$ cat src/rtl/cube_pkg.sv
// Shared types and constants for the player-cube controller: FSM states,
// motion-profile band edges and the time_gap saturation limit.
package cube_pkg;

    typedef enum logic [1:0] {
        STAND = 2'd0,
        RISE  = 2'd1,
        FALL  = 2'd2,
        DEAD  = 2'd3
    } cube_state_t;

    localparam int BAND_1   = 80;
    localparam int BAND_2   = 160;
    localparam int BAND_3   = 240;
    localparam int RISE_END = 320;
    localparam int TG_MAX   = 511;

endpackage

$ cat src/rtl/cube_ctrl_if.sv
// Bundle of button inputs, floor descriptions and cube outputs exchanged
// between the cube controller and its surroundings.
interface cube_ctrl_if;

    logic       jump;
    logic       move_l;
    logic       move_r;
    logic [9:0] floor_pos_x0;
    logic [9:0] floor_pos_x1;
    logic [9:0] floor_pos_x2;
    logic [9:0] floor_pos_x3;
    logic [9:0] floor_pos_y0;
    logic [9:0] floor_pos_y1;
    logic [9:0] floor_pos_y2;
    logic [9:0] floor_pos_y3;
    logic [3:0] enable;
    logic [9:0] cube_x;
    logic [9:0] cube_y;
    logic       hit_ceiling;
    logic [8:0] time_gap;
    logic       game_over;

    modport master (
        output jump, move_l, move_r,
        output floor_pos_x0, floor_pos_x1, floor_pos_x2, floor_pos_x3,
        output floor_pos_y0, floor_pos_y1, floor_pos_y2, floor_pos_y3,
        output enable,
        input  cube_x, cube_y, hit_ceiling, time_gap, game_over
    );

    modport slave (
        input  jump, move_l, move_r,
        input  floor_pos_x0, floor_pos_x1, floor_pos_x2, floor_pos_x3,
        input  floor_pos_y0, floor_pos_y1, floor_pos_y2, floor_pos_y3,
        input  enable,
        output cube_x, cube_y, hit_ceiling, time_gap, game_over
    );

endinterface

$ cat src/rtl/cube_step_profile.sv
// Decides whether the cube moves one pixel this cycle, given the motion
// phase counter: rising slows down over time, falling speeds up.
module cube_step_profile
    import cube_pkg::*;
(
    input  logic [8:0] tg,
    input  logic       rise,
    output logic       step
);

    always_comb begin
        step = 1'b0;
        if (tg != 9'd0) begin
            if (rise) begin
                if (tg < 9'(BAND_1))
                    step = 1'b1;
                else if (tg < 9'(BAND_2))
                    step = ~tg[0];
                else if (tg < 9'(BAND_3))
                    step = (tg[1:0] == 2'b00);
                else if (tg < 9'(RISE_END))
                    step = (tg[2:0] == 3'b000);
            end else begin
                if (tg < 9'(BAND_1))
                    step = (tg[2:0] == 3'b000);
                else if (tg < 9'(BAND_2))
                    step = (tg[1:0] == 2'b00);
                else if (tg < 9'(BAND_3))
                    step = ~tg[0];
                else
                    step = 1'b1;
            end
        end
    end

endmodule

$ cat src/rtl/cube_ctrl.sv
// Player-cube controller: jump/gravity motion, horizontal buttons, landing
// on four platforms and ceiling contact. Optional macro DOUBLE_JUMP_EN.
module cube_ctrl
    import cube_pkg::*;
#(
    parameter int CUBE_W   = 20,
    parameter int CUBE_H   = 20,
    parameter int FLOOR_W  = 100,
    parameter int CEIL_Y   = 40,
    parameter int BOTTOM_Y = 480,
    parameter int SCREEN_W = 640,
    parameter int START_X  = 160,
    parameter int START_Y  = 310
)
(
    input logic        clk,
    input logic        rst,
    cube_ctrl_if.slave bus
);

    cube_state_t state_q, state_d;
    logic [9:0]  cube_x_q, cube_x_d;
    logic [9:0]  cube_y_q, cube_y_d;
    logic [8:0]  time_gap_q, time_gap_d;
    logic [8:0]  time_gap_inc;
    logic        hit_ceiling_q, hit_ceiling_d;
    logic        game_over_q;
    logic        jump_q;
    logic        jump_edge;
    logic        double_jump_go;
    logic        supported;
    logic        step;
    logic        rise_phase;
    logic [9:0]  floor_x [4];
    logic [9:0]  floor_y [4];

    assign floor_x[0] = bus.floor_pos_x0;
    assign floor_x[1] = bus.floor_pos_x1;
    assign floor_x[2] = bus.floor_pos_x2;
    assign floor_x[3] = bus.floor_pos_x3;
    assign floor_y[0] = bus.floor_pos_y0;
    assign floor_y[1] = bus.floor_pos_y1;
    assign floor_y[2] = bus.floor_pos_y2;
    assign floor_y[3] = bus.floor_pos_y3;

    assign jump_edge    = bus.jump & ~jump_q;
    assign rise_phase   = (state_q == RISE);
    assign time_gap_inc = (time_gap_q == 9'(TG_MAX)) ? time_gap_q : time_gap_q + 9'd1;

    cube_step_profile u_profile (
        .tg   (time_gap_q),
        .rise (rise_phase),
        .step (step)
    );

    // 11-bit sums so a platform near the bottom/right edge cannot alias via wrap.
    always_comb begin
        supported = 1'b0;
        for (int i = 0; i < 4; i++) begin
            if (bus.enable[i]
                && ({1'b0, cube_y_q} + 11'(CUBE_H) == {1'b0, floor_y[i]})
                && ({1'b0, cube_x_q} + 11'(CUBE_W) >  {1'b0, floor_x[i]})
                && ({1'b0, cube_x_q} < {1'b0, floor_x[i]} + 11'(FLOOR_W)))
                supported = 1'b1;
        end
    end

`ifdef DOUBLE_JUMP_EN
    logic credit_q, credit_d;

    assign double_jump_go = jump_edge & credit_q;

    // One mid-air jump per flight; landing hands the credit back.
    always_comb begin
        credit_d = credit_q;
        if (state_q == FALL && state_d == RISE)
            credit_d = 1'b0;
        else if (state_q != STAND && state_d == STAND)
            credit_d = 1'b1;
    end

    always_ff @(posedge clk or negedge rst) begin
        if (!rst)
            credit_q <= 1'b1;
        else
            credit_q <= credit_d;
    end
`else
    assign double_jump_go = 1'b0;
`endif

    always_comb begin
        state_d       = state_q;
        cube_x_d      = cube_x_q;
        cube_y_d      = cube_y_q;
        time_gap_d    = time_gap_q;
        hit_ceiling_d = hit_ceiling_q;

        case (state_q)
            STAND: begin
                time_gap_d    = 9'd0;
                hit_ceiling_d = 1'b0;
                if (jump_edge) begin
                    state_d    = RISE;
                    time_gap_d = 9'd1;
                end else if (!supported) begin
                    state_d    = FALL;
                    time_gap_d = 9'd1;
                end
            end
            RISE: begin
                if (time_gap_q == 9'(RISE_END)) begin
                    state_d       = FALL;
                    time_gap_d    = 9'd1;
                    hit_ceiling_d = 1'b0;
                end else begin
                    time_gap_d = time_gap_q + 9'd1;
                    if (step) begin
                        if (cube_y_q > 10'(CEIL_Y))
                            cube_y_d = cube_y_q - 10'd1;
                        else
                            hit_ceiling_d = 1'b1;
                    end
                end
            end
            FALL: begin
                time_gap_d = time_gap_inc;
                if (cube_y_q >= 10'(BOTTOM_Y)) begin
                    state_d = DEAD;
                end else if (double_jump_go) begin
                    state_d    = RISE;
                    time_gap_d = 9'd1;
                end else if (step) begin
                    if (supported) begin
                        state_d    = STAND;
                        time_gap_d = 9'd0;
                    end else begin
                        cube_y_d = cube_y_q + 10'd1;
                    end
                end
            end
            DEAD: begin
                hit_ceiling_d = 1'b0;
            end
            default: begin
                state_d = STAND;
            end
        endcase

        if (state_q != DEAD) begin
            if (bus.move_l && !bus.move_r && cube_x_q != 10'd0)
                cube_x_d = cube_x_q - 10'd1;
            else if (bus.move_r && !bus.move_l && cube_x_q < 10'(SCREEN_W - CUBE_W))
                cube_x_d = cube_x_q + 10'd1;
        end
    end

    always_ff @(posedge clk or negedge rst) begin
        if (!rst) begin
            state_q       <= STAND;
            cube_x_q      <= 10'(START_X);
            cube_y_q      <= 10'(START_Y);
            time_gap_q    <= 9'd0;
            hit_ceiling_q <= 1'b0;
            game_over_q   <= 1'b0;
            jump_q        <= 1'b0;
        end else begin
            state_q       <= state_d;
            cube_x_q      <= cube_x_d;
            cube_y_q      <= cube_y_d;
            time_gap_q    <= time_gap_d;
            hit_ceiling_q <= hit_ceiling_d;
            game_over_q   <= (state_d == DEAD);
            jump_q        <= bus.jump;
        end
    end

    assign bus.cube_x      = cube_x_q;
    assign bus.cube_y      = cube_y_q;
    assign bus.time_gap    = time_gap_q;
    assign bus.hit_ceiling = hit_ceiling_q;
    assign bus.game_over   = game_over_q;

endmodule

$ cat src/flat_wrapper.sv
// flat-port wrapper written by rule: the top's interface ports become plain ports
module cube_ctrl_flat import cube_pkg::*;
#(
    parameter int CUBE_W   = 20,
    parameter int CUBE_H   = 20,
    parameter int FLOOR_W  = 100,
    parameter int CEIL_Y   = 40,
    parameter int BOTTOM_Y = 480,
    parameter int SCREEN_W = 640,
    parameter int START_X  = 160,
    parameter int START_Y  = 310
)
  (clk, rst, bus_jump, bus_move_l, bus_move_r, bus_floor_pos_x0, bus_floor_pos_x1, bus_floor_pos_x2, bus_floor_pos_x3, bus_floor_pos_y0, bus_floor_pos_y1, bus_floor_pos_y2, bus_floor_pos_y3, bus_enable, bus_cube_x, bus_cube_y, bus_hit_ceiling, bus_time_gap, bus_game_over);
  cube_ctrl_if bus_i ();
  input logic clk;
  input logic rst;
  input wire logic [$bits(bus_i.jump)-1:0] bus_jump;
  input wire logic [$bits(bus_i.move_l)-1:0] bus_move_l;
  input wire logic [$bits(bus_i.move_r)-1:0] bus_move_r;
  input wire logic [$bits(bus_i.floor_pos_x0)-1:0] bus_floor_pos_x0;
  input wire logic [$bits(bus_i.floor_pos_x1)-1:0] bus_floor_pos_x1;
  input wire logic [$bits(bus_i.floor_pos_x2)-1:0] bus_floor_pos_x2;
  input wire logic [$bits(bus_i.floor_pos_x3)-1:0] bus_floor_pos_x3;
  input wire logic [$bits(bus_i.floor_pos_y0)-1:0] bus_floor_pos_y0;
  input wire logic [$bits(bus_i.floor_pos_y1)-1:0] bus_floor_pos_y1;
  input wire logic [$bits(bus_i.floor_pos_y2)-1:0] bus_floor_pos_y2;
  input wire logic [$bits(bus_i.floor_pos_y3)-1:0] bus_floor_pos_y3;
  input wire logic [$bits(bus_i.enable)-1:0] bus_enable;
  output wire logic [$bits(bus_i.cube_x)-1:0] bus_cube_x;
  output wire logic [$bits(bus_i.cube_y)-1:0] bus_cube_y;
  output wire logic [$bits(bus_i.hit_ceiling)-1:0] bus_hit_ceiling;
  output wire logic [$bits(bus_i.time_gap)-1:0] bus_time_gap;
  output wire logic [$bits(bus_i.game_over)-1:0] bus_game_over;
  assign bus_i.jump = bus_jump;
  assign bus_i.move_l = bus_move_l;
  assign bus_i.move_r = bus_move_r;
  assign bus_i.floor_pos_x0 = bus_floor_pos_x0;
  assign bus_i.floor_pos_x1 = bus_floor_pos_x1;
  assign bus_i.floor_pos_x2 = bus_floor_pos_x2;
  assign bus_i.floor_pos_x3 = bus_floor_pos_x3;
  assign bus_i.floor_pos_y0 = bus_floor_pos_y0;
  assign bus_i.floor_pos_y1 = bus_floor_pos_y1;
  assign bus_i.floor_pos_y2 = bus_floor_pos_y2;
  assign bus_i.floor_pos_y3 = bus_floor_pos_y3;
  assign bus_i.enable = bus_enable;
  assign bus_cube_x = bus_i.cube_x;
  assign bus_cube_y = bus_i.cube_y;
  assign bus_hit_ceiling = bus_i.hit_ceiling;
  assign bus_time_gap = bus_i.time_gap;
  assign bus_game_over = bus_i.game_over;
  cube_ctrl #(.CUBE_W(CUBE_W), .CUBE_H(CUBE_H), .FLOOR_W(FLOOR_W), .CEIL_Y(CEIL_Y), .BOTTOM_Y(BOTTOM_Y), .SCREEN_W(SCREEN_W), .START_X(START_X), .START_Y(START_Y)) u_core (.clk(clk), .rst(rst), .bus(bus_i));
endmodule
$ cat config.mk
export PLATFORM = sky130hd
export DESIGN_NAME = cube_ctrl_flat
export DESIGN_NICKNAME = d
export VERILOG_FILES = /design/src/rtl/cube_pkg.sv /design/src/rtl/cube_ctrl_if.sv /design/src/rtl/cube_step_profile.sv /design/src/rtl/cube_ctrl.sv /design/src/flat_wrapper.sv
export SDC_FILE = /design/constraint.sdc
export NUM_CORES = 1
export LEC_CHECK = 0
export CAP_MARGIN = 20
export CORE_MARGIN = 2
export CORE_UTILIZATION = 58
export DETAILED_ROUTE_END_ITERATION = 10
export GPL_TIMING_DRIVEN = 0
export PLACE_DENSITY_LB_ADDON = 0.15
export SYNTH_ARGS = -nofsm -noshare
export SYNTH_HDL_FRONTEND = slang
export SYNTH_SLANG_ARGS = --single-unit
$ cat constraint.sdc
create_clock -name clk -period 7.3 [get_ports clk]
set_clock_uncertainty 0.2 [all_clocks]
set_input_delay 1.095 -clock clk [delete_from_list [all_inputs] [get_ports clk]]
set_output_delay 1.095 -clock clk [all_outputs]
set_load 0.01 [all_outputs]
**Word level (Yosys, flattened, before mapping)**

Index checks and enable logic that the tools add are counted.

- Add/subtract/negate cells: 11
- Magnitude comparators: 15
- Eq/ne operators: 19
- Mux-type cells: 41
- Bitwise operators: 3
- Reductions and logical operators: 31

Operators by type and width:

| operator | number |
|---|---|
| 2-to-1 mux 10 bit | 8 |
| 2-to-1 mux 9 bit | 6 |
| adder 10 x 7 -> 11 bit (second input constant) | 4 |
| == test 11 x 10 -> 1 bit | 4 |
| > comparator 11 x 10 -> 1 bit | 4 |
| less-than comparator 10 x 11 -> 1 bit | 4 |
| case mux 9 bit (3 select lines) | 1 |
| adder 10 x 5 -> 11 bit (second input constant) | 2 |
| adder 10 x 1 -> 10 bit (second input constant) | 2 |
| case mux 10 bit (2 select lines) | 1 |
| subtractor 10 x 1 -> 10 bit (second input constant) | 2 |
| == test 9 bit (second input constant) | 2 |
| less-than comparator 9 x 8 -> 1 bit (second input constant) | 2 |
| 2-to-1 mux 1 bit | 17 |
| logical AND 1 bit | 16 |
| 2-to-1 mux 2 bit | 6 |
| >= comparator 10 x 9 -> 1 bit (second input constant) | 1 |
| > comparator 10 x 6 -> 1 bit (second input constant) | 1 |
| less-than comparator 10 bit (second input constant) | 1 |
| != test 2 bit (second input constant) | 5 |
| nonzero test 10 bit | 1 |
| adder 9 x 1 -> 9 bit (second input constant) | 1 |
| less-than comparator 9 x 7 -> 1 bit (second input constant) | 1 |
| less-than comparator 9 bit (second input constant) | 1 |
| other kinds (19) | 27 |

- Register bits after elaboration: 34
- Output and inout bits: 31
- Logic and storage cells: 127

**Longest topological paths before layout**

- Depth in word-level cells: 14
- Gate-level depth with buffers: 15
- Depth with buffers taken out: 15

**Hierarchy**

Synthesis repeated with hierarchy kept, for this count alone.

- Cell total of the unflattened synthesis: 818
- Area total of the unflattened synthesis: 6592.6 µm²

By module, submodules not included:

| module | times used | cells each | area an instance (µm²) | sequential area each (µm²) |
|---|---|---|---|---|
| cube_ctrl | 1 | 795 | 6441.2 | 859.6 |
| cube_step_profile | 1 | 23 | 151.4 | 0.0 |

**Least setup slack after synthesis**

Ideal clock, no wire load.

- Kind: in2reg
- Start point: input port bus_floor_pos_x1[2]
- End point: register u_core.cube_y_q[6], in the netlist u_core.bus.cube_y[6]
- Library setup time: 0.125 ns
- Arrival: 3.918 ns
- Path slack: 3.057 ns
- Cell stages on the path: 14
- Path buffers: 0
- Cells stage by stage: ha_1 > a211o_1 > nand2_1 > xnor2_1 > ha_1 > a2111oi_0 > o21ai_0 > nor2_1 > o221ai_1 > nor4_2 > a21o_2 > nor3_2 > o21ai_4 > mux2_2

- Cells in the longest elaborated chain, start to end: 8
- Elaborated cells on any way between the ends: 10
- Classes of those cells: add/sub: 1; order compare: 2; eq/ne: 1; mux: 3; reduce/logical: 3

RTL lines:

| what | RTL line | text |
|---|---|---|
| start: declaration | flat_wrapper.sv:21 | `input wire logic [$bits(bus_i.floor_pos_x1)-1:0] bus_floor_pos_x1;` |
| adder 10 x 7 -> 11 bit / > comparator 11 x 10 -> 1 bit (equally long branches) | cube_ctrl.sv:63, cube_ctrl.sv:62 |  |
| less-than comparator 10 x 11 -> 1 bit / logical AND 1 bit (equally long branches) | cube_ctrl.sv:63, cube_ctrl.sv:62 |  |
| logical AND 1 bit (*) | cube_ctrl.sv:63 | `&& ({1'b0, cube_x_q} < {1'b0, floor_x[i]} + 11'(FLOOR_W)))` |
| 2-to-1 mux 1 bit (*) (3 in a row) | cube_ctrl.sv:60 | `if (bus.enable[i]` |
| != test 2 bit (no line) (*) | -- |  |
| AND reduction 7 bit (no line) (*) | -- |  |
| end signal: assignment | cube_ctrl.sv:162 | `cube_y_q <= 10'(START_Y);` |
| end signal: assignment | cube_ctrl.sv:170 | `cube_y_q <= cube_y_d;` |
| end: declaration | cube_ctrl.sv:23 | `logic [9:0] cube_y_q, cube_y_d;` |

Mark *: on every way between the ends. The rest lies on a longest branch, timed or not.
A chain may end at the register's enable or synchronous reset.

**Final worst setup path**

- Start point: input port bus_floor_pos_x1[2]
- End point: register u_core.cube_y_q[7], in the netlist u_core.bus.cube_y[7]

Same word-level chain as after synthesis.

==> metrics.md <==
| Metric | Value |
|---|---|
| Outcome | finished, final reports clean |
| ANT nets after route | 0 |
| Clk_lat worst skew | 0.30 ns |
| Layout cells sized above 1 | 6.68% |
| Commonest non-fill, non-tap cell in the layout | clkdlybuf4s50_1 |
| RSZ-0062 raised after global routing | no |
| Syn Area/Cell | 8.27 um2 |
| Max-slew violation count | 0 |
| Psw | 0.000209 W |
| Longest Clk Path Bufs | 2 |
| Final wirelength | 18.2 mm |
| Htree depth | 2 |
| GRT Total Usage | 32.6% |
| Post-synthesis xor/xnor area fraction | 14.0% |
| # DRC | 0 |
| WL/cell | 18.4 um |
| Post-CTS Hold Buffers | 0 |
| Worst-path fanout max | 9 |
| Crit path capture type | flip-flop |
| # IOs | 120 |
| Placed Cells | 981 |
| Row cnt | 37 |
| Die area | 0.0112 mm2 |
| Cells after Synth | 725 |
| NumNets Final | 1048 |
| Clk slew on worst S/H paths | 0.07 ns |
| Main combinational cell family by area after synthesis | adder cells |
| Power consumption | 0.000626 W |
| Area contributors post-synth | ha_1, dfrtp_1, xnor2_1 |
| Largest net degree at the start of global routing | 35 |
| Required time worst endpoint | 7.28 ns |
| Reg power frac | 31.9% |
| Yosys cell types | 87 |
| CP arrival | 4.96 ns |
| Final Hold Fails | 0 |
| Slowest cell delay on critical path | 0.52 ns |
| Vias in the first global route | 6409 |
| Vias | 6191 |
| Worst path cell trace | clkdlybuf4s50_1 > ha_1 > a211o_1 > nand2_1 > xnor2_1 > ha_1 > a2111oi_0 > o21ai_0 > nor2_1 > o221ai_1 > nor4_2 > a21o_2 > nor3_2 > o21ai_4 > mux2_2 |
| CP Launch Type | input pin |
| Yosys top cell area share | 21.9% |
| Max Clk Rate | 201 MHz |
| Post-synth top flop | dfrtp_1 |
| Initial antenna violation count | 0 |
| Slew headroom | 45.9% |
| Area delta synth->final | 24.6% |
| Starting Density | 58.9% |
| Internal | 0.000417 W |
| Core ar. | 0.0102 mm2 |
| Global route total overflow | 0 |
| Clk pwr share | 29.4% |
| Simple-Gate Fraction of Synth Area | 18.2% |
| Fraction of the mapped netlist area in compound gates | 21.9% |
| Cell type with the largest total area after synthesis | ha_1 |
| Mux cell area share after synthesis | 3.05% |
| First-pass GRT wire length | 29.6 mm |
| Hold WC Path Type | reg2reg |
| CTS buffer count | 5 |
| Crit share post-route | 68.2% |
| Most frequent cells in the layout | clkdlybuf4s50_1, ha_1, inv_1 |
| Cell mode on critical path | ha_1 |
| Hold path start | u_core.bus.hit_ceiling |
| CTS tree | yes |
| # resized after CTS | 0 |
| Port Buffers | 119 |
| Net Count, Synth | 921 |
| Gpl congestion | 0.939 |
| Comb pwr share | 38.7% |
| Worst VDD drop | 0.0818 mV |
| CP Class | in2reg |
| Fraction of registers with async set/reset | 100% |
| Slowest CP cell | clkdlybuf4s50_1 |
| Mapped cell area | 0.00600 mm2 |
| Postcts setup bufs | 0 |
| Root buffer cell | clkbuf_8 |
| Post-synth EDFFs | 0 |
| Die width | 106 um |
| Register bit total from synthesis | 34 |
| Power density over cell area | 83.8 mW/mm2 |
| MaxCap Viol Count | 0 |
| Non-filler cells in the finished layout | 989 |
| RR Startpoint | u_core.bus.cube_x[4] |
| Die height | 106 um |
| Yosys warns | 0 |
| Drt via density | 6.26 |
| Buf+Inv Stages, Crit Path | 1 |
| Slew of the pin with the lowest slew margin | 0.812 ns |
| 1st-iter DRT viols | 370 |
| DRT Pass-1 Iters | 5 |
| Setup TNS | 0 ns |
| Fin crit period | 4.98 ns |
| Number of diodes | 0 |
| Finish-stage setup viols | 0 |
| Clk sink count | 34 |
| Top Family by Delay on Critical Path | compound AO/OA/AOI/OAI gates |
| Synth Area in Adders | 22.6% |
| Detailed Place HPWL | 14.6 mm |
| Leakage power | 3.42 nW |
| Sw Ratio | 33.4% |
| CP startpoint | bus_floor_pos_x1[2] |
| Sequential-to-total area share from yosys stat | 14.3% |
==> logic make-up (layout without fill, tap and decap cells) <==
| logic type | count (synthesis) | count (layout) |
|---|---|---|
| buffers and inverters | 89 | 217 |
| adder cells (fa/ha/maj) | 107 | 107 |
| multiplexers | 17 | 17 |
| flip-flops | 34 | 34 |
| AND/OR/NAND/NOR | 204 | 204 |
| AO/OA/AOI/OAI | 184 | 184 |
| XOR/XNOR | 90 | 90 |
==> routing by layer <==
metal / vias to the layer above / part of all wire (%) / global-route usage (%)
li1: 2925 / - / -
met1: 2890 / 38 / 38.9
met2: 305 / 50 / 57.6
met3: 71 / 8.1 / 4.70
met4: 0 / 4.3 / 14.9
met5: - / 0 / 0
==> flip-flops by register name, indices dropped and copies added (netlist names) <==
register and count:
u_core.jump_q 1, u_core.bus.time_gap 9, u_core.state_q 2, u_core.bus.cube_x 10, u_core.bus.hit_ceiling 1, u_core.bus.cube_y 10
u_core.bus.game_over 1
==> power groups by stage <==
stage	Clock [W]	Combinational (W)	Sequential, W
after global placement	0	0.000224	0.000203
after floorplan	0	0.000134	0.000200
after CTS	0.000185	0.000240	0.000199
after global routing	0.000196	0.000269	0.000199
final	0.000184	0.000242	0.000199
after detailed placement	0	0.000237	0.000203
==> final cells by class <==
class	count	area (um2)
multi-input combinational	602	4780
timing repair buffer	120	1190
tap	136	170
sequential	34	860
clock buffer	5	68.8
inverter	68	255
fill	830	2710
clock inverter	3	45.0
buffer	21	101
==> worst reg2reg max path: stages, from the launching register on <==
cell and delay (ns):
dfrtp_1 0.70, a21oi_1 0.16, nor2_1 0.26, xor2_1 0.51, ha_1 0.35, or3_1 0.38, a21oi_1 0.13, o21ai_0 0.14
and3_1 0.24, and3_1 0.20, a22o_4 0.27, a211oi_1 0.47, nor4_1 0.17, a211oi_1 0.22
==> per-stage QoR <==
step	hold slack, ns	cell area, um2	utilization, %	setup WS, ns
2_1_floorplan	0.311	6000	-	3.06
3_3_place_gp	0.289	7360	72.3	2.10
3_5_place_dp	0.297	7360	72.3	2.12
4_1_cts	0.326	7470	73.4	2.39
5_1_grt	0.376	7470	73.4	2.07
6_report	0.327	7470	73.4	2.32
==> Yosys cell counts, types with 10 or more instances <==
cell	instances
xor2_1	20
nand3_1	24
o21ai_0	33
nor2_1	32
xnor2_1	66
and3_1	13
a21o_1	10
a21oi_1	47
dfrtp_1	27
nand4_1	18
ha_1	105
inv_1	67
nor3_1	22
a211oi_1	13
nor2b_1	14
nand2_1	41
==> path summary, 6_finish.rpt <==
kind	to	slack (ns)	cells after the start
max	u_core.bus.cube_y[7]	2.32	15
min	u_core.bus.hit_ceiling	0.33	2
max reg2reg	u_core.bus.game_over	2.79	13
min reg2reg	u_core.bus.hit_ceiling	0.33	2
max in group asynchronous	u_core.bus.cube_y[7]	5.69	1
min in group asynchronous	u_core.bus.cube_x[0]	0.67	1
Note: power is estimated with default switching activity, not from simulation.
